### src/rtl/fifo_stream_reader.sv
`timescale 1ns/1ps
// -----------------------------------------------------------------------------
// fifo_stream_reader
//
// Read-side controller for the pre-filled async FIFO, clocked in the read
// (compute) domain. A start pulse arms one burst. The block waits for the
// FIFO pre-fill flag (optional), pops exactly BURST_LEN words and forwards
// them through a 2-entry output buffer onto a valid/ready stream. The final
// word carries m_last, and its acceptance produces a one-cycle done pulse.
// STREAM cycles in which the datapath is starved are counted in underrun_cnt.
//
// Ports:
//   clk                 read-domain clock
//   rst                 synchronous reset, active-high
//   start               one-cycle burst request, honoured only in IDLE
//   fifo_rd_en          pop strobe to the FIFO (combinational)
//   fifo_rd_data        FIFO head word (first-word-fall-through)
//   fifo_empty          FIFO empty flag
//   fifo_pre_fill_done  pre-fill level reached (already in clk domain)
//   m_valid/m_data/m_last/m_ready  output stream
//   busy                high in every state except IDLE
//   done                one-cycle pulse when the m_last word is accepted
//   underrun_cnt        starved STREAM cycles of the current/last burst
//   state_dbg           current FSM state (IDLE=0, WAIT_FILL=1, STREAM=2, FLUSH=3)
//
// Stream handshake: a word transfers on every rising edge where
// m_valid=1 and m_ready=1. Once m_valid is raised, m_valid, m_data and
// m_last hold steady until that transfer happens; m_valid never depends
// on m_ready.
// -----------------------------------------------------------------------------
module fifo_stream_reader #(
    parameter int DATA_WIDTH   = 8,
    parameter int BURST_LEN    = 64,
    parameter int CNT_WIDTH    = 16,
    parameter int WAIT_PREFILL = 1
) (
    input  logic                  clk,
    input  logic                  rst,
    input  logic                  start,
    output logic                  fifo_rd_en,
    input  logic [DATA_WIDTH-1:0] fifo_rd_data,
    input  logic                  fifo_empty,
    input  logic                  fifo_pre_fill_done,
    output logic                  m_valid,
    output logic [DATA_WIDTH-1:0] m_data,
    output logic                  m_last,
    input  logic                  m_ready,
    output logic                  busy,
    output logic                  done,
    output logic [CNT_WIDTH-1:0]  underrun_cnt,
    output logic [1:0]            state_dbg
);

    typedef enum logic [1:0] {
        IDLE      = 2'd0,
        WAIT_FILL = 2'd1,
        STREAM    = 2'd2,
        FLUSH     = 2'd3
    } state_t;

    localparam logic [CNT_WIDTH-1:0] BURST_CNT = CNT_WIDTH'(BURST_LEN);
    localparam logic [CNT_WIDTH-1:0] LAST_IDX  = CNT_WIDTH'(BURST_LEN - 1);
    localparam logic [CNT_WIDTH-1:0] CNT_MAX   = '1;

    state_t                state;
    state_t                state_nxt;
    logic [CNT_WIDTH-1:0]  popped;
    logic [CNT_WIDTH-1:0]  underrun_q;

    // Output buffer: two slots addressed by 1-bit read/write pointers.
    logic [DATA_WIDTH-1:0] buf_data [2];
    logic [1:0]            buf_last;
    logic                  rd_ptr;
    logic                  wr_ptr;
    logic [1:0]            occ;

    logic                  push;
    logic                  pop;
    logic                  start_acc;
    logic                  last_pop;
    logic                  starve;

    assign m_valid      = (occ != 2'd0);
    assign m_data       = buf_data[rd_ptr];
    assign m_last       = m_valid & buf_last[rd_ptr];
    assign busy         = (state != IDLE);
    assign underrun_cnt = underrun_q;
    assign state_dbg    = state;

    assign pop       = m_valid & m_ready;
    assign push      = fifo_rd_en;
    assign start_acc = (state == IDLE) & start;
    // The pop that brings popped up to BURST_LEN carries the last marker.
    assign last_pop  = (popped == LAST_IDX);
    // Starved: still owe words, nothing in the FIFO and nothing buffered.
    assign starve    = (state == STREAM) & (popped < BURST_CNT) &
                       fifo_empty & (occ == 2'd0);

    // ---------------- FSM ----------------
    always_ff @(posedge clk) begin
        if (rst) begin
            state <= IDLE;
        end else begin
            state <= state_nxt;
        end
    end

    always_comb begin
        state_nxt  = state;
        fifo_rd_en = 1'b0;
        done       = 1'b0;
        case (state)
            IDLE: begin
                if (start) begin
                    state_nxt = (WAIT_PREFILL != 0) ? WAIT_FILL : STREAM;
                end
            end
            WAIT_FILL: begin
                if (fifo_pre_fill_done) begin
                    state_nxt = STREAM;
                end
            end
            STREAM: begin
                // A full buffer can still take a word when its head leaves
                // in the same cycle, so back-to-back transfers have no gaps.
                fifo_rd_en = !rst & !fifo_empty & (popped < BURST_CNT) &
                             ((occ != 2'd2) | pop);
                if (fifo_rd_en && last_pop) begin
                    state_nxt = FLUSH;
                end
            end
            FLUSH: begin
                if (pop && m_last) begin
                    done      = !rst;
                    state_nxt = IDLE;
                end
            end
            default: state_nxt = IDLE;
        endcase
    end

    // ---------------- counters ----------------
    always_ff @(posedge clk) begin
        if (rst) begin
            popped     <= '0;
            underrun_q <= '0;
        end else if (start_acc) begin
            popped     <= '0;
            underrun_q <= '0;
        end else begin
            if (push) begin
                popped <= popped + 1'b1;
            end
            if (starve && (underrun_q != CNT_MAX)) begin
                underrun_q <= underrun_q + 1'b1;
            end
        end
    end

    // ---------------- output buffer ----------------
    always_ff @(posedge clk) begin
        if (rst) begin
            rd_ptr      <= 1'b0;
            wr_ptr      <= 1'b0;
            occ         <= 2'd0;
            buf_data[0] <= '0;
            buf_data[1] <= '0;
            buf_last    <= 2'b00;
        end else begin
            if (push) begin
                buf_data[wr_ptr] <= fifo_rd_data;
                buf_last[wr_ptr] <= last_pop;
                wr_ptr           <= ~wr_ptr;
            end
            if (pop) begin
                rd_ptr <= ~rd_ptr;
            end
            if (push && !pop) begin
                occ <= occ + 2'd1;
            end else if (pop && !push) begin
                occ <= occ - 2'd1;
            end
        end
    end

endmodule
### config.mk
export PLATFORM = sky130hd
export DESIGN_NAME = fifo_stream_reader
export DESIGN_NICKNAME = d
export VERILOG_FILES = /design/src/rtl/fifo_stream_reader.sv
export SDC_FILE = /design/constraint.sdc
export NUM_CORES = 1
export LEC_CHECK = 0
export CAP_MARGIN = 20
export CORE_ASPECT_RATIO = 1.25
export CORE_MARGIN = 3
export CORE_UTILIZATION = 51
export CTS_CLUSTER_DIAMETER = 120
export DETAILED_ROUTE_END_ITERATION = 10
export PLACE_DENSITY = 0.84
export SYNTH_ARGS = -nofsm -noshare
export SYNTH_HDL_FRONTEND = slang
export SYNTH_SLANG_ARGS = --single-unit
### constraint.sdc
create_clock -name clk -period 3.1 [get_ports clk]
set_input_delay 0.62 -clock clk [delete_from_list [all_inputs] [get_ports clk]]
set_output_delay 0.62 -clock clk [all_outputs]
set_load 0.005 [all_outputs]
==> run metrics <==
CP Launch Type input pin; Leakage approximately 1.2 nW; clock latency on the worst-skew pair between 300 and 400 ps; VDD IR max around 0.36 mV; clk sinks 57; Placement Cell Area approximately 3100 µm²; post-synth top area share between 30% and 40%; drt pass-1 iters 4; Finished Layout Cells between 300 and 400; drt drc 0; Tot Pwr 1.93 mW; r2r endpoint occ[1]; CORE AREA 4830 µm²; Worst Setup Slack, final around 170 ps; Slew Limit Fails 0; Fin Setup TNS 0 ps; Slew @ Worst Pin just under 700 ps; syn_area_per_cell between 10 and 15 µm²; first-pass GRT wire length ~9000 µm; number of gates resized after cts 3; final setup violation count 0; Async SR Flop Fraction 0%; cell count of the worst reg-to-reg path 7; CP Max Fanout 2; Final nets 328; hold path start popped[8]; RSZ-0062 raised after global routing false; share of cells above drive strength 1 between 10% and 20%; Worst path max stage delay roughly 520 ps; leading area contributor after synthesis dfxtp_1; DR vias ~2000; post-layout min period between 2000 and 3000 ps; boundary pin count 45; gr usage total between 10% and 20%; status completed; Initial Utilization a little over half; Detailed Route Iter0 Violations 95; most frequent cells after synthesis dfxtp_1, nor2_1, and2_1; final worst path period share about 95%; synthesized flop and latch total 57; Final Wtd Congestion around 0.78; Pwr Density ~600 nW/µm²; Worst Hold End popped[8]; Post-Route WL between 4000 and 5000 µm; Worst-path clk slew 60 ps; Seq/Total Area, Yosys approximately 50%; Synth Cell Area ~2600 µm²; CTS max path bufs 2; most frequent cell after synthesis dfxtp_1; largest net degree at the start of global routing 22; arrival time of the worst setup path 2310 ps; final core occ 68.4%; Syn Inst Count about 250; TritonCTS Buffers 9; drt wl/cell approximately 13 µm; Min Hold Slack approximately 460 ps; Die H between 80 and 90 µm; Worst Hold Class register to register; count of different cell masters after synthesis 40; Hold Buf Count CTS 0; TritonCTS clock tree done; dpl ws -59.1 ps; Setup Skew approximately 5.6 ps; die area 6010 µm²; Area Growth Syn to Fin 26.9%; syn_nets between 200 and 300; vias per inst ~5.3; Worst path slowest cell or4b_4; crit-path cells clkdlybuf4s50_1 > nor3b_1 > or4b_4 > nor2_4 > clkdlybuf4s50_1; Hold Crit Depth 1; max-capacitance violation count 0; # rows 28; Post-synth top flop dfxtp_1; Synth area leaders dfxtp_1, edfxtp_1, and2_1; Post-synth EDFFs 16; Setup Buffers After CTS 0; dpl hpwl roughly 3700 µm; most used cell, CP clkdlybuf4s50_1; design area between 3000 and 4000 µm²; Max Freq 341 MHz; initial antenna violation count 0; hold violation count in the final report 0; H-tree levels 3; crit path kind input pin to primary output; Critical R2R Launch popped[13]; R2R Setup Slk between 600 and 700 ps; antenna-violating nets left 0; Critical Path Sink Type primary output; n_diodes 0; gr ovfl total 0; Syn. warnings 0; die width between 60 and 70 µm; placed cells 355; Port Buf Inserts 44; root buf cell clkbuf_8; number of global-route vias before repair between 1500 and 2000; Worst Path Required approximately 2500 ps; Max-slew headroom 54.8%
[per-layer routing]
metal / GRT usage, % / up-vias / part of all wire, %
li1: - / 999 / -
met1: 21.0 / 894 / 42
met2: 31.0 / 48 / 50
met3: 5.39 / 12 / 5.1
met4: 10.1 / 0 / 2.2
met5: 0 / - / 0
[state kept, by name, indices dropped and copies added, names as in the netlist, named ones only]
register	count
wr_ptr	1
buf_last	2
underrun_cnt	16
state_dbg	2
rd_ptr	1
occ	2
popped	16
buf_data	16
[area by class of cell]
class | count | area [µm²]
Fill cell | 384 | 1530
Sequential cell | 57 | 1300
Multi-Input combinational cell | 180 | 1250
Timing Repair Buffer | 51 | 493
Clock buffer | 12 | 145
Tap cell | 60 | 75.1
Inverter | 7 | 26.3
Clock inverter | 4 | 18.8
[how the worst max path moves through the flow]
stage,startpoint,endpoint,cells past startpoint
after CTS,m_ready,fifo_rd_en,5
final,m_ready,fifo_rd_en,5
after detailed placement,m_ready,fifo_rd_en,5
after floorplan,fifo_empty,occ[1],7
after global routing,m_ready,done,5
after global placement,m_ready,fifo_rd_en,5
[cell usage in the layout, fill, tap and decap left out, types with 8 or more instances in the layout]
cell	netlist	routed
clkdlybuf4s50_1	0	44
dfxtp_1	41	41
nor2_1	25	24
and2_1	19	19
edfxtp_1	16	16
a21oi_1	12	12
or3_1	11	11
xor2_1	10	10
and3_1	10	10
clkbuf_8	0	10
o21ai_0	9	9
nand2_1	9	9
mux2_2	8	8
nand3_1	8	8
ha_1	8	8
[worst max-delay path: cells and delay by family]
family,cells,cell delay [ps]
and+or+nand+nor,3,710
buffers and inverters,2,990
[where the power goes]
part	internal [mW]	switching (mW)
Combinational	0.261	0.218
Sequential	0.818	0.0578
Clock	0.305	0.269
[cells by family after synthesis]
family                   after synthesis  synth area share (%)
AND/OR/NAND/NOR                      109                  24.0
multiplexers                          13                  5.37
flip-flops                            57                  49.9
XOR/XNOR                              17                  5.71
buffers and inverters                 16                  2.64
AO/OA/AOI/OAI                         33                  8.54
adder cells (fa/ha/maj)                8                  3.84
Power figures use the tool's default switching activity.
